`config.mk`:
```
export PLATFORM = sky130hd
export DESIGN_NAME = multicycle_main_control
export DESIGN_NICKNAME = d
export VERILOG_FILES = /design/src/rtl/multicycle_main_control.sv
export SDC_FILE = /design/constraint.sdc
export NUM_CORES = 1
export LEC_CHECK = 0
export ABC_AREA = 1
export BUFFER_PORTS_ARGS = -buffer_cell sky130_fd_sc_hd__buf_2
export CAP_MARGIN = 5
export CORE_UTILIZATION = 60
export CTS_BUF_LIST = sky130_fd_sc_hd__clkbuf_8
export CTS_CLUSTER_SIZE = 16
export DETAILED_ROUTE_END_ITERATION = 12
export PLACE_DENSITY_LB_ADDON = 0.15
export SETUP_SLACK_MARGIN = 0.15
export SLEW_MARGIN = 5
export SYNTH_ARGS = -nofsm -noshare
export SYNTH_HDL_FRONTEND = slang
export SYNTH_SLANG_ARGS = --single-unit
```
`constraint.sdc`:
```
create_clock -name clk -period 3.2 [get_ports clk]
set_clock_uncertainty 0.05 [all_clocks]
set_input_delay 0.16 -clock clk [delete_from_list [all_inputs] [get_ports clk]]
set_output_delay 0.16 -clock clk [all_outputs]
set_load 0.05 [all_outputs]
```
`src/rtl/multicycle_main_control.sv`:
```
// Main control FSM for a multicycle MIPS datapath (Moore style).
// Sequences fetch/decode/execute/memory/writeback and drives every datapath select/enable.
// Ports: clk/rst_n (async active-low); opcode (IR[31:26]); mem_ready (memory handshake);
//        datapath controls (pc_write .. pc_source); state (debug); illegal_op (sticky);
//        instr_count (retired instructions, wraps modulo 2^CNT_W).
module multicycle_main_control #(
  parameter int CNT_W = 32
) (
  input  logic             clk,
  input  logic             rst_n,
  input  logic [5:0]       opcode,
  input  logic             mem_ready,
  output logic             pc_write,
  output logic             pc_write_cond,
  output logic             i_or_d,
  output logic             mem_read,
  output logic             mem_write,
  output logic             ir_write,
  output logic             mem_to_reg,
  output logic             reg_dst,
  output logic             reg_write,
  output logic             alu_src_a,
  output logic [1:0]       alu_src_b,
  output logic [1:0]       alu_op,
  output logic [1:0]       pc_source,
  output logic [3:0]       state,
  output logic             illegal_op,
  output logic [CNT_W-1:0] instr_count
);

  localparam logic [3:0] S_FETCH     = 4'd0;
  localparam logic [3:0] S_DECODE    = 4'd1;
  localparam logic [3:0] S_MEM_ADDR  = 4'd2;
  localparam logic [3:0] S_MEM_READ  = 4'd3;
  localparam logic [3:0] S_MEM_WB    = 4'd4;
  localparam logic [3:0] S_MEM_WRITE = 4'd5;
  localparam logic [3:0] S_EXECUTE   = 4'd6;
  localparam logic [3:0] S_R_WB      = 4'd7;
  localparam logic [3:0] S_BRANCH    = 4'd8;
  localparam logic [3:0] S_JUMP      = 4'd9;
  localparam logic [3:0] S_ADDI_EX   = 4'd10;
  localparam logic [3:0] S_ADDI_WB   = 4'd11;

  localparam logic [5:0] OP_RTYPE = 6'b000000;
  localparam logic [5:0] OP_LW    = 6'b100011;
  localparam logic [5:0] OP_SW    = 6'b101011;
  localparam logic [5:0] OP_BEQ   = 6'b000100;
  localparam logic [5:0] OP_J     = 6'b000010;
  localparam logic [5:0] OP_ADDI  = 6'b001000;

  logic [3:0] cur_state;
  logic [3:0] nxt_state;
  logic       retire;
  logic       bad_opcode;

  assign state = cur_state;

  // State register, sticky illegal flag and retire counter.
  always_ff @(posedge clk or negedge rst_n) begin
    if (!rst_n) begin
      cur_state   <= S_FETCH;
      illegal_op  <= 1'b0;
      instr_count <= '0;
    end else begin
      cur_state <= nxt_state;
      if (bad_opcode) begin
        illegal_op <= 1'b1;
      end
      if (retire) begin
        instr_count <= instr_count + {{(CNT_W-1){1'b0}}, 1'b1};
      end
    end
  end

  // Next-state logic; retire marks the edge leaving an instruction's last state.
  always_comb begin
    nxt_state  = S_FETCH;
    retire     = 1'b0;
    bad_opcode = 1'b0;
    case (cur_state)
      S_FETCH:    nxt_state = mem_ready ? S_DECODE : S_FETCH;
      S_DECODE: begin
        case (opcode)
          OP_RTYPE:      nxt_state = S_EXECUTE;
          OP_LW, OP_SW:  nxt_state = S_MEM_ADDR;
          OP_BEQ:        nxt_state = S_BRANCH;
          OP_J:          nxt_state = S_JUMP;
          OP_ADDI:       nxt_state = S_ADDI_EX;
          default: begin
            nxt_state  = S_FETCH;
            bad_opcode = 1'b1;
          end
        endcase
      end
      S_MEM_ADDR: nxt_state = (opcode == OP_LW) ? S_MEM_READ : S_MEM_WRITE;
      S_MEM_READ: nxt_state = mem_ready ? S_MEM_WB : S_MEM_READ;
      S_MEM_WRITE: begin
        nxt_state = mem_ready ? S_FETCH : S_MEM_WRITE;
        retire    = mem_ready;
      end
      S_EXECUTE:  nxt_state = S_R_WB;
      S_ADDI_EX:  nxt_state = S_ADDI_WB;
      S_MEM_WB, S_R_WB, S_BRANCH, S_JUMP, S_ADDI_WB: begin
        nxt_state = S_FETCH;
        retire    = 1'b1;
      end
      default:    nxt_state = S_FETCH;  // unused codes recover to FETCH
    endcase
  end

  // Output decode from the state register (FETCH also looks at mem_ready).
  always_comb begin
    pc_write      = 1'b0;
    pc_write_cond = 1'b0;
    i_or_d        = 1'b0;
    mem_read      = 1'b0;
    mem_write     = 1'b0;
    ir_write      = 1'b0;
    mem_to_reg    = 1'b0;
    reg_dst       = 1'b0;
    reg_write     = 1'b0;
    alu_src_a     = 1'b0;
    alu_src_b     = 2'b00;
    alu_op        = 2'b00;
    pc_source     = 2'b00;
    case (cur_state)
      S_FETCH: begin
        mem_read  = 1'b1;
        alu_src_b = 2'b01;
        // IR and PC only update on the cycle the fetch actually completes.
        ir_write  = mem_ready;
        pc_write  = mem_ready;
      end
      S_DECODE: alu_src_b = 2'b11;  // branch target precomputed into ALUOut
      S_MEM_ADDR, S_ADDI_EX: begin
        alu_src_a = 1'b1;
        alu_src_b = 2'b10;
      end
      S_MEM_READ: begin
        mem_read = 1'b1;
        i_or_d   = 1'b1;
      end
      S_MEM_WRITE: begin
        mem_write = 1'b1;
        i_or_d    = 1'b1;
      end
      S_MEM_WB: begin
        reg_write  = 1'b1;
        mem_to_reg = 1'b1;
      end
      S_EXECUTE: begin
        alu_src_a = 1'b1;
        alu_op    = 2'b10;
      end
      S_R_WB: begin
        reg_write = 1'b1;
        reg_dst   = 1'b1;
      end
      S_BRANCH: begin
        alu_src_a     = 1'b1;
        alu_op        = 2'b01;
        pc_write_cond = 1'b1;
        pc_source     = 2'b01;
      end
      S_JUMP: begin
        pc_write  = 1'b1;
        pc_source = 2'b10;
      end
      S_ADDI_WB: reg_write = 1'b1;
      default: ;
    endcase
  end

endmodule

```
==> summary.txt, run 1 <==
Run status
  • Outcome: finished, final reports clean

Worst setup path
  • Worst path slowest cell: nand2_2
  • CP Max Fanout: 49
  • Crit-path max cell delay: 630 ps
  • Crit path kind: reg -> reg
  • CP dominant cell by count: nand2_2
  • CP cell instances: inv_1 > nand2_2 > nor2_1 > a21oi_2 > nand2_2 > inv_2 > nand2_1 > o21ai_0
  • Arrival @ worst endpoint: 2300 ps
  • Worst EP required: 3310 ps
  • CP Capture Type: register
  • R2R Setup Slk: 1010 ps
  • Crit start category: register

Logic synthesis
  • Seq cells post-synth: 37
  • Post-Syn Area: 2549 µm²
  • Mapped Cells: 406
  • Netlist cell types: 28
  • Mean area per synthesized cell: 6.278 µm²
  • Yosys warning count: 0
  • Seq/Total Area, Yosys: 36.33%
  • Mapped Nets: 416

Clock network
  • CTS Buf Count: 5
  • CTS tree: built
  • Number of H-tree levels: 2
  • Clock sink count: 37
  • Clk root buf: clkbuf_8
  • CTS clk-pin slew, worst paths: 70 ps
  • Max clock buf depth: 2
  • Clock latency on the worst-skew pair: 290 ps
  • Total setup buffers inserted after CTS: 0

Final layout
  • Non-Filler Instances: 516
  • Layout area overhead: 15.12%
  • # nets final: 477
  • Antenna Cells: 0
  • Layout cells sized above 1: 16.52%
  • Commonest non-fill, non-tap cells in the layout: 162 x nand2_1, 70 x nor2_1, 61 x buf_2
  • Commonest non-fill, non-tap cell in the layout: nand2_1

Job
  • Max Cap Viol: 0

Floorplan
  • I/O pin cnt: 62
  • Die X: 67.18 µm
  • Die Ht: 67.18 µm
  • Row count: 23
  • CORE AREA: 4029 µm²
  • Die area: 4512 µm²
  • Initial Util: 63.26%

Global routing
  • Grt total ovfl: 0
  • Largest net degree at the start of global routing: 50
  • Vias in the first global route: 2,277
  • Global Route Usage Sum: 29.72%
  • First-pass GRT wire length: 9.880 mm
  • Initial antenna violation count: 0

Detailed routing
  • WL per Instance: 11.94 µm
  • Top layer in use: met4
  • Via Count: 2,648
  • Met3 wire len: 274 µm
  • Final WL: 6.163 mm
  • Iter 0 DRT Violations: 187
  • M1 wire length: 2.839 mm
  • Iteration count of the initial detailed-routing pass: 4
  • DR vias/cell: 5.132
  • DRC: 0
  • Detail Route Antenna Nets: 0
  • Wire length on met2: 2.988 mm

Pwr
  • Combinational power share: 31.3%
  • Psw: 505.1 µW
  • Clk network pwr share: 24.3%
  • Static Leakage: 1.564 nW
  • Worst vdd rail ir drop: 251.0 µV
  • Reg power frac: 44.3%
  • P per Cell Area: 422.5 nW/µm²
  • Switching Share: 40.74%
  • Internal power: 734.7 µW

STA
  • Worst Tran Pin Value: 862.3 ps
  • Fin crit share: 68.44%
  • Post-route setup TNS: 0 ps
  • RSZ-0062 raised after global routing: no
  • Final Critical Period: 2190 ps
  • Max Fclk: 456.6 MHz
  • Final Hold Viols: 0
  • Setup violators final: 0
  • Final slew viol count: 0
  • Rel. slew slack: 42.31%

Place
  • PortBufs: 61
  • HPWL reported at the end of detailed placement: 4.781 mm
  • Dpl cells: 509
  • Global placement routability congestion: 0.9965

Hold path
  • Hold Path Class: in -> reg
==> cell usage after synthesis <==
library cell	n	area, µm²
nor3_1	4	20.02
o21ai_2	1	8.760
o22ai_1	1	6.260
nand2_1	162	608.1
o21ai_0	9	45.04
o211ai_1	1	7.510
nor2_1	70	262.8
nor3_2	1	10.01
a31oi_1	1	6.260
ha_1	1	12.51
nand2_2	2	12.51
dfrtp_1	37	925.9
buf_2	2	10.01
xor2_1	9	78.83
nand3b_1	6	45.04
a21oi_1	2	10.01
nand4_1	10	62.56
inv_1	48	180.2
and3_1	1	6.260
buf_6	3	33.78
buf_4	3	22.52
xnor2_1	1	8.760
nor2_2	1	6.260
nand3_1	25	125.1
inv_2	2	7.510
or2_2	1	6.260
a21oi_2	1	8.760
nor2_4	1	11.26
==> metrics by stage <==
step | utilization (%) | power [mW] | setup slack [ps] | instance area [µm²] | hold WS (ps)
after floorplan | - | 0.8535 | 835.7 | 2549 | -185.6
after global placement | 70.75 | 0.9367 | 1147 | 2850 | 252.1
after detailed placement | 70.75 | 0.9464 | 1021 | 2850 | 254.1
final | 72.83 | 1.240 | 1010 | 2934 | 147.9
after global routing | 72.83 | 1.307 | 801.1 | 2934 | 196.3
after CTS | 72.83 | 1.244 | 1025 | 2934 | 143.7
==> metal layers <==
metal	vias up	track usage (%)
li1	1373	-
met1	1207	38.04
met2	61	49.88
met3	7	6.757
met4	0	8.511
met5	-	0
==> power by group through the flow <==
stage	Clock, mW	Combinational [mW]	Sequential, mW
6_report	0.302	0.389	0.550
5_1_grt	0.335	0.415	0.556
4_1_cts	0.305	0.391	0.548
3_5_place_dp	0	0.390	0.557
3_3_place_gp	0	0.381	0.556
2_1_floorplan	0	0.181	0.673
==> kinds of logic after synthesis <==
kind of cell	after synthesis	share of synthesized area, %
and+or+nand+nor	284	46.15
xor gates and xnor gates	10	3.437
DFF	37	36.33
buffers and inverters	58	9.965
adders and majority gates	1	0.4908
AOI/OAI and AO/OA	16	3.633
==> timing repair <==
action                                 in CTS  in global routing
endpoints found under the hold margin      37                  0
hold buffers                                1                  0
resized for setup                           0                  0
==> final timing paths <==
path / from / endpoint / cells after the start
worst max-delay path: state[3] / instr_count[2] / 8
worst min-delay path: opcode[3] / state[2] / 3
worst max register to register: state[3] / instr_count[2] / 8
worst min register to register: illegal_op / illegal_op / 2
max in group asynchronous: rst_n / instr_count[29] / 2
min in group asynchronous: rst_n / instr_count[15] / 2
==> cell type report <==
cell class | count | area (µm²)
repair buffers | 62 | 315.3
multi-input cells | 311 | 1369
fillers | 345 | 1095
inverters | 50 | 187.7
clock inverters | 1 | 5.005
clock buffers | 5 | 68.82
flip-flops and latches | 37 | 925.9
well taps | 50 | 62.56
==> sequential cells by signal, summed over array words and instances (netlist names) <==
register,cells
instr_count,32
illegal_op,1
state,4
==> critical path, delay by kind of cell, from the launching register on <==
family                 cells  cell delay (ps)
and+or+nand+nor            4             1020
DFF                        1              430
buffers and inverters      2              420
AOI/OAI and AO/OA          2              140
Power figures use the tool's default switching activity.
==> run 2: changes to the inputs <==
ABC_AREA = 0   (was 1)
CORE_UTILIZATION = 47   (was 60)
clock period = 1.8 ns   (was 3.2 ns; I/O delays follow)
==> summary.txt, run 2 <==
Run status
  • Outcome: finished, violations left
  • Failing checks: setup timing

Logic synthesis
  • Synth Area in XOR/XNOR: 14.85%
  • Asr flop ratio synth: 100.0%
  • Most common cell in the netlist: dfrtp_1
  • Number of synthesized flops with an enable pin: 0
  • Synth Area in Compound Gates: 4.949%
  • Largest family of logic cells by synthesized area: simple AND/OR/NAND/NOR gates
  • Ys flop type: dfrtp_1
  • Yosys warning count: 0
  • Seq/Total Area, Yosys: 47.56%
  • Simple-Gate Fraction of Synth Area: 28.98%
  • Top post-synthesis cells by area: dfrtp_1 48%, xnor2_1 12%, nand3_1 3.9%, nand2_1 3.5%, nor2_1 3.3%
  • Yosys top cell by area: dfrtp_1
  • Mean area per synthesized cell: 9.933 µm²
  • Netlist cell types: 39
  • Post-synthesis mux area share: 0.5141%
  • Adder-cell share of the synthesized area: 0.6427%
  • Commonest cells in the netlist: 37 x dfrtp_1, 26 x xnor2_1, 18 x nand2_1
  • Mapped Cells: 196
  • Seq cells post-synth: 37
  • Mapped Nets: 206
  • Yosys top cell area share: 47.56%
  • Post-Syn Area: 1947 µm²

Global routing
  • GR Layer Usage met1: 32.06%
  • First-pass GRT wire length: 7.976 mm
  • Met2 Use GR: 39.16%
  • Vias in the first global route: 1,680
  • Global Route Usage Sum: 24.51%
  • GR Util met3: 4.828%
  • Initial antenna violation count: 0
  • Grt total ovfl: 0
  • Largest net degree at the start of global routing: 24
  • Grt peak-use layer: met2

Final layout
  • Layout cells sized above 1: 54.03%
  • Non-Filler Instances: 348
  • Commonest non-fill, non-tap cell in the layout: buf_2
  • Top reg by flops: instr_count
  • Final Cell Area: 3136 µm²
  • Antenna Cells: 0
  • Layout area overhead: 61.05%
  • Commonest non-fill, non-tap cells in the layout: 46 x buf_2, 33 x dfrtp_1, 27 x buf_4
  • Max reg flops: 32
  • Filler Cell Count: 250
  • # nets final: 307

Place
  • HPWL reported at the end of detailed placement: 3.296 mm
  • Dpl cells: 323
  • Setup WS pre-CTS: -192.2 ps
  • Global placement routability congestion: 0.8005
  • PortBufs: 61
  • Placed cell areas: 2534 µm²

Pwr
  • Internal power: 1.412 mW
  • P per Cell Area: 727.3 nW/µm²
  • Clk network pwr share: 23.7%
  • Switching Share: 38.07%
  • Worst vdd rail ir drop: 847.5 µV
  • Static Leakage: 1.478 nW
  • Final Power: 2.280 mW
  • Psw: 868.1 µW
  • Combinational power share: 34.5%
  • Reg power frac: 41.8%

Worst setup path
  • Arrival @ worst endpoint: 2190 ps
  • Setup crit start: state[2]
  • Worst R2R End: instr_count[7]
  • Crit path kind: reg -> reg
  • CP Max Fanout: 5
  • Reg-to-reg startpoint: state[2]
  • R2R Setup Slk: -220 ps
  • Worst EP required: 1970 ps
  • Worst Setup EP: instr_count[7]
  • Crit start category: register
  • CP Capture Type: register
  • Worst R2R Path Depth: 7

Clock network
  • Number of H-tree levels: 2
  • Max clock buf depth: 2
  • CTS tree: built
  • CTS Buf Count: 5
  • Clock sink count: 37
  • CTS clk-pin slew, worst paths: 70 ps
  • Clock latency on the worst-skew pair: 290 ps
  • Clk root buf: clkbuf_8

Job
  • Max Cap Viol: 0

Floorplan
  • I/O pin cnt: 62
  • Die Ht: 66.36 µm
  • Die area: 4404 µm²
  • Row count: 23
  • Die X: 66.36 µm
  • CORE AREA: 4000 µm²
  • Initial Util: 48.67%

STA
  • RSZ-0062 raised after global routing: yes
  • Final slew viol count: 0
  • Setup violators final: 29
  • Fin crit share: 112.5%
  • Max Fclk: 493.9 MHz
  • Post-route worst setup slack: -224.5 ps
  • Rel. slew slack: 64.90%
  • Final Critical Period: 2025 ps
  • Final Hold Viols: 0
  • Worst Tran Pin Value: 526.5 ps

Detailed routing
  • Detail Route Antenna Nets: 0
  • WL per Instance: 16.79 µm
  • Via Count: 1,888
  • Final WL: 5.843 mm
  • DRC: 0
  • Iter 0 DRT Violations: 103
  • Iteration count of the initial detailed-routing pass: 4
  • DR vias/cell: 5.425

Hold path
  • Hold Path Class: in -> reg
[run 2: worst min-delay path by stage]
stage / from / to / slack [ps] / cells after the start
floorplan: rst_n / illegal_op / -260 / 0
global placement: rst_n / instr_count[18] / 40 / 1
detailed placement: rst_n / instr_count[17] / 40 / 1
CTS: opcode[4] / illegal_op / 140 / 4
global route: opcode[4] / illegal_op / 180 / 4
finish: opcode[4] / illegal_op / 150 / 4
[run 2: area by class of cell]
class                      instances  area [µm²]  area share, %
multi-input combinational        151        1279          40.78
sequential                        37       930.9          29.69
timing repair buffer             101       779.5          24.86
clock buffer                       5       68.82          2.195
tap                               50       62.56          1.995
clock inverter                     3       11.26         0.3591
inverter                           1       3.754         0.1197
[run 2: kinds of logic after synthesis]
kind of cell / Yosys count
muxes: 1
adders and majority gates: 1
AOI/OAI and AO/OA: 15
DFF: 37
xor gates and xnor gates: 33
buffers and inverters: 8
and+or+nand+nor: 101
[run 2: per-stage QoR]
stage	hold slack, ps	setup TNS (ps)	utilization [%]
floorplan	-255.6	-8837	-
finish	146.6	-4409	78.39
global route	182.2	-6733	78.39
CTS	139.7	-2644	71.94
detailed placement	37.50	-2548	63.34
global placement	39.67	-1845	63.34
[run 2: timing repair]
item	4_1_cts	5_1_grt
hold endpoints to repair	21	0
resized for setup	54	44
hold buffers	1	0
buffers inserted	8	8
pin swaps	8	15
setup endpoints to repair	45	46
[run 2: power groups by stage]
stage	sequential (mW)	combinational (mW)	clock (mW)
2_1_floorplan	1.15	0.274	0
3_3_place_gp	0.957	0.626	0
3_5_place_dp	0.958	0.632	0
4_1_cts	0.946	0.718	0.548
5_1_grt	0.961	0.825	0.578
6_report	0.953	0.787	0.540
[run 2: routing by layer]
| metal | routed length, µm | vias up |
|---|---|---|
| met5 | 0 | - |
| met4 | 149 | 0 |
| met3 | 211 | 15 |
| met2 | 3034 | 57 |
| met1 | 2448 | 924 |
| li1 | - | 892 |
[run 2: critical path, cell delays in order (launching register included)]
cell	delay (ps)
dfrtp_2	430
and2_4	150
or4_4	600
buf_4	170
buf_6	120
nor2_4	100
and3_4	200
xor2_1	140
==> run 3: changes to the inputs <==
CORE_UTILIZATION = 52   (was 47)
clock period = 2.3 ns   (was 1.8 ns; I/O delays follow)
==> summary.txt, run 3 (synthesis gave the netlist of run 2 again) <==
Run status
  • Outcome: finished, final reports clean

Clock network
  • Max clock buf depth: 2
  • CTS Buf Count: 5
  • Clock sink count: 37
  • CTS tree: built
  • CTS clk-pin slew, worst paths: 70 ps
  • Number of H-tree levels: 2
  • Clk root buf: clkbuf_8
  • Clock latency on the worst-skew pair: 290 ps

Pwr
  • Worst vdd rail ir drop: 365.2 µV
  • Reg power frac: 44.8%
  • Combinational power share: 27.9%
  • P per Cell Area: 671.1 nW/µm²
  • Psw: 610.6 µW
  • Static Leakage: 1.227 nW
  • Internal power: 1.045 mW
  • Switching Share: 36.87%
  • Clk network pwr share: 27.3%

Worst setup path
  • Worst R2R End: instr_count[23]
  • Arrival @ worst endpoint: 2250 ps
  • Crit start category: register
  • CP cell instances: and2_4 > or4_4 > nor4_4 > buf_4 > and4_1 > xor2_1
  • Worst EP required: 2460 ps
  • R2R Setup Slk: 210 ps
  • CP Max Fanout: 10
  • Worst R2R Path Depth: 6
  • Crit path kind: reg -> reg
  • Reg-to-reg startpoint: state[2]
  • CP Capture Type: register
  • Crit-path max cell delay: 610 ps
  • Worst path slowest cell: or4_4

Final layout
  • Max reg flops: 32
  • Layout cells sized above 1: 35.09%
  • Commonest non-fill, non-tap cell in the layout: buf_2
  • # nets final: 274
  • Layout area overhead: 26.74%
  • Antenna Cells: 0
  • Top reg by flops: instr_count
  • Commonest non-fill, non-tap cells in the layout: 61 x buf_2, 33 x dfrtp_1, 26 x xnor2_1
  • Final Core Density: 71.14%

Floorplan
  • I/O pin cnt: 62
  • Initial Util: 56.13%
  • CORE AREA: 3468 µm²
  • Die Ht: 63.19 µm
  • Row count: 21
  • Die area: 3993 µm²
  • Die X: 63.19 µm

Detailed routing
  • WL per Instance: 12.84 µm
  • Iter 0 DRT Violations: 83
  • DRC: 0
  • Via Count: 1,670
  • Iteration count of the initial detailed-routing pass: 4
  • Detail Route Antenna Nets: 0
  • Final WL: 3.994 mm
  • DR vias/cell: 5.370

Place
  • HPWL reported at the end of detailed placement: 2.828 mm
  • PortBufs: 61
  • Setup WS pre-CTS: 172.8 ps
  • Global placement routability congestion: 0.7773

STA
  • Final hold slack: 176.1 ps
  • Setup violators final: 0
  • Worst Tran Pin Value: 802.0 ps
  • RSZ-0062 raised after global routing: yes
  • Final slew viol count: 0
  • Post-route worst setup slack: 212.2 ps
  • Final Hold Viols: 0
  • Fin crit share: 90.78%
  • Max Fclk: 479.0 MHz
  • Rel. slew slack: 46.53%
  • Final Critical Period: 2088 ps
  • Post-route setup TNS: 0 ps

Job
  • Max Cap Viol: 0

Hold path
  • Min-delay src: opcode[4]
  • Hold Path Cell Cnt: 4
  • Hold Path Class: in -> reg
  • Hold Crit Endpoint: illegal_op

Global routing
  • Grt total ovfl: 0
  • Global Route Usage Sum: 21.82%
  • Vias in the first global route: 1,517
  • First-pass GRT wire length: 6.817 mm
  • Initial antenna violation count: 0
  • Largest net degree at the start of global routing: 38
-- run 3: changes by cell type in the layout (fill, tap and decap cells not counted), sizes merged --
cell / delta
buf: -33
clkbuf: +1
inv: -1
-- run 3: routing by layer --
layer / vias to the layer above / part of all wire (%) / wire, µm / GRT usage (%)
met5: - / 0 / 0 / 0
met4: 0 / 1.9 / 75 / 10.23
met3: 7 / 3.7 / 146 / 3.442
met2: 38 / 46 / 1829 / 34.14
met1: 810 / 49 / 1942 / 29.61
li1: 815 / - / - / -
-- run 3: repair_timing --
action                                 4_1_cts  5_1_grt
hold buffers                                 1        0
setup endpoints to repair                    0       11
resized for setup                            0        1
endpoints found under the hold margin       37        0
setup buffers                                0        1
-- run 3: how the worst max path moves through the flow --
stage	start	endpoint	depth (start not counted)
6_report	state[2]	instr_count[23]	6
5_1_grt	state[2]	instr_count[26]	6
4_1_cts	state[2]	instr_count[23]	6
3_5_place_dp	state[2]	instr_count[23]	6
3_3_place_gp	state[2]	instr_count[23]	6
2_1_floorplan	state[2]	reg_write	4
-- run 3: final cells by class --
class / count / area [µm²]
clock buffers: 6 / 82.58
clock inverters: 2 / 7.507
fillers: 286 / 1001
inverters: 1 / 3.754
multi-input cells: 151 / 1021
flip-flops and latches: 37 / 930.9
well taps: 46 / 57.56
repair buffers: 68 / 364.1
-- run 3: critical path, delay by kind of cell, from the launching register on --
family	cells	cell delay, ps
xor+xnor	1	150
flops	1	460
simple gates	4	1140
buf+inv	1	210
-- run 3: power by group through the flow --
stage	Sequential (mW)	Clock [mW]	Combinational [mW]
2_1_floorplan	0.897	0	0.198
3_3_place_gp	0.756	0	0.453
3_5_place_dp	0.757	0	0.460
4_1_cts	0.744	0.466	0.462
5_1_grt	0.749	0.490	0.490
6_report	0.742	0.452	0.461
-- run 3: through the flow --
stage / instance area (µm²) / std cells / power (mW)
floorplan: 2004 / 196 / 1.095
global placement: 2356 / 301 / 1.208
detailed placement: 2356 / 301 / 1.217
CTS: 2456 / 310 / 1.672
global route: 2467 / 311 / 1.730
finish: 2467 / 311 / 1.656
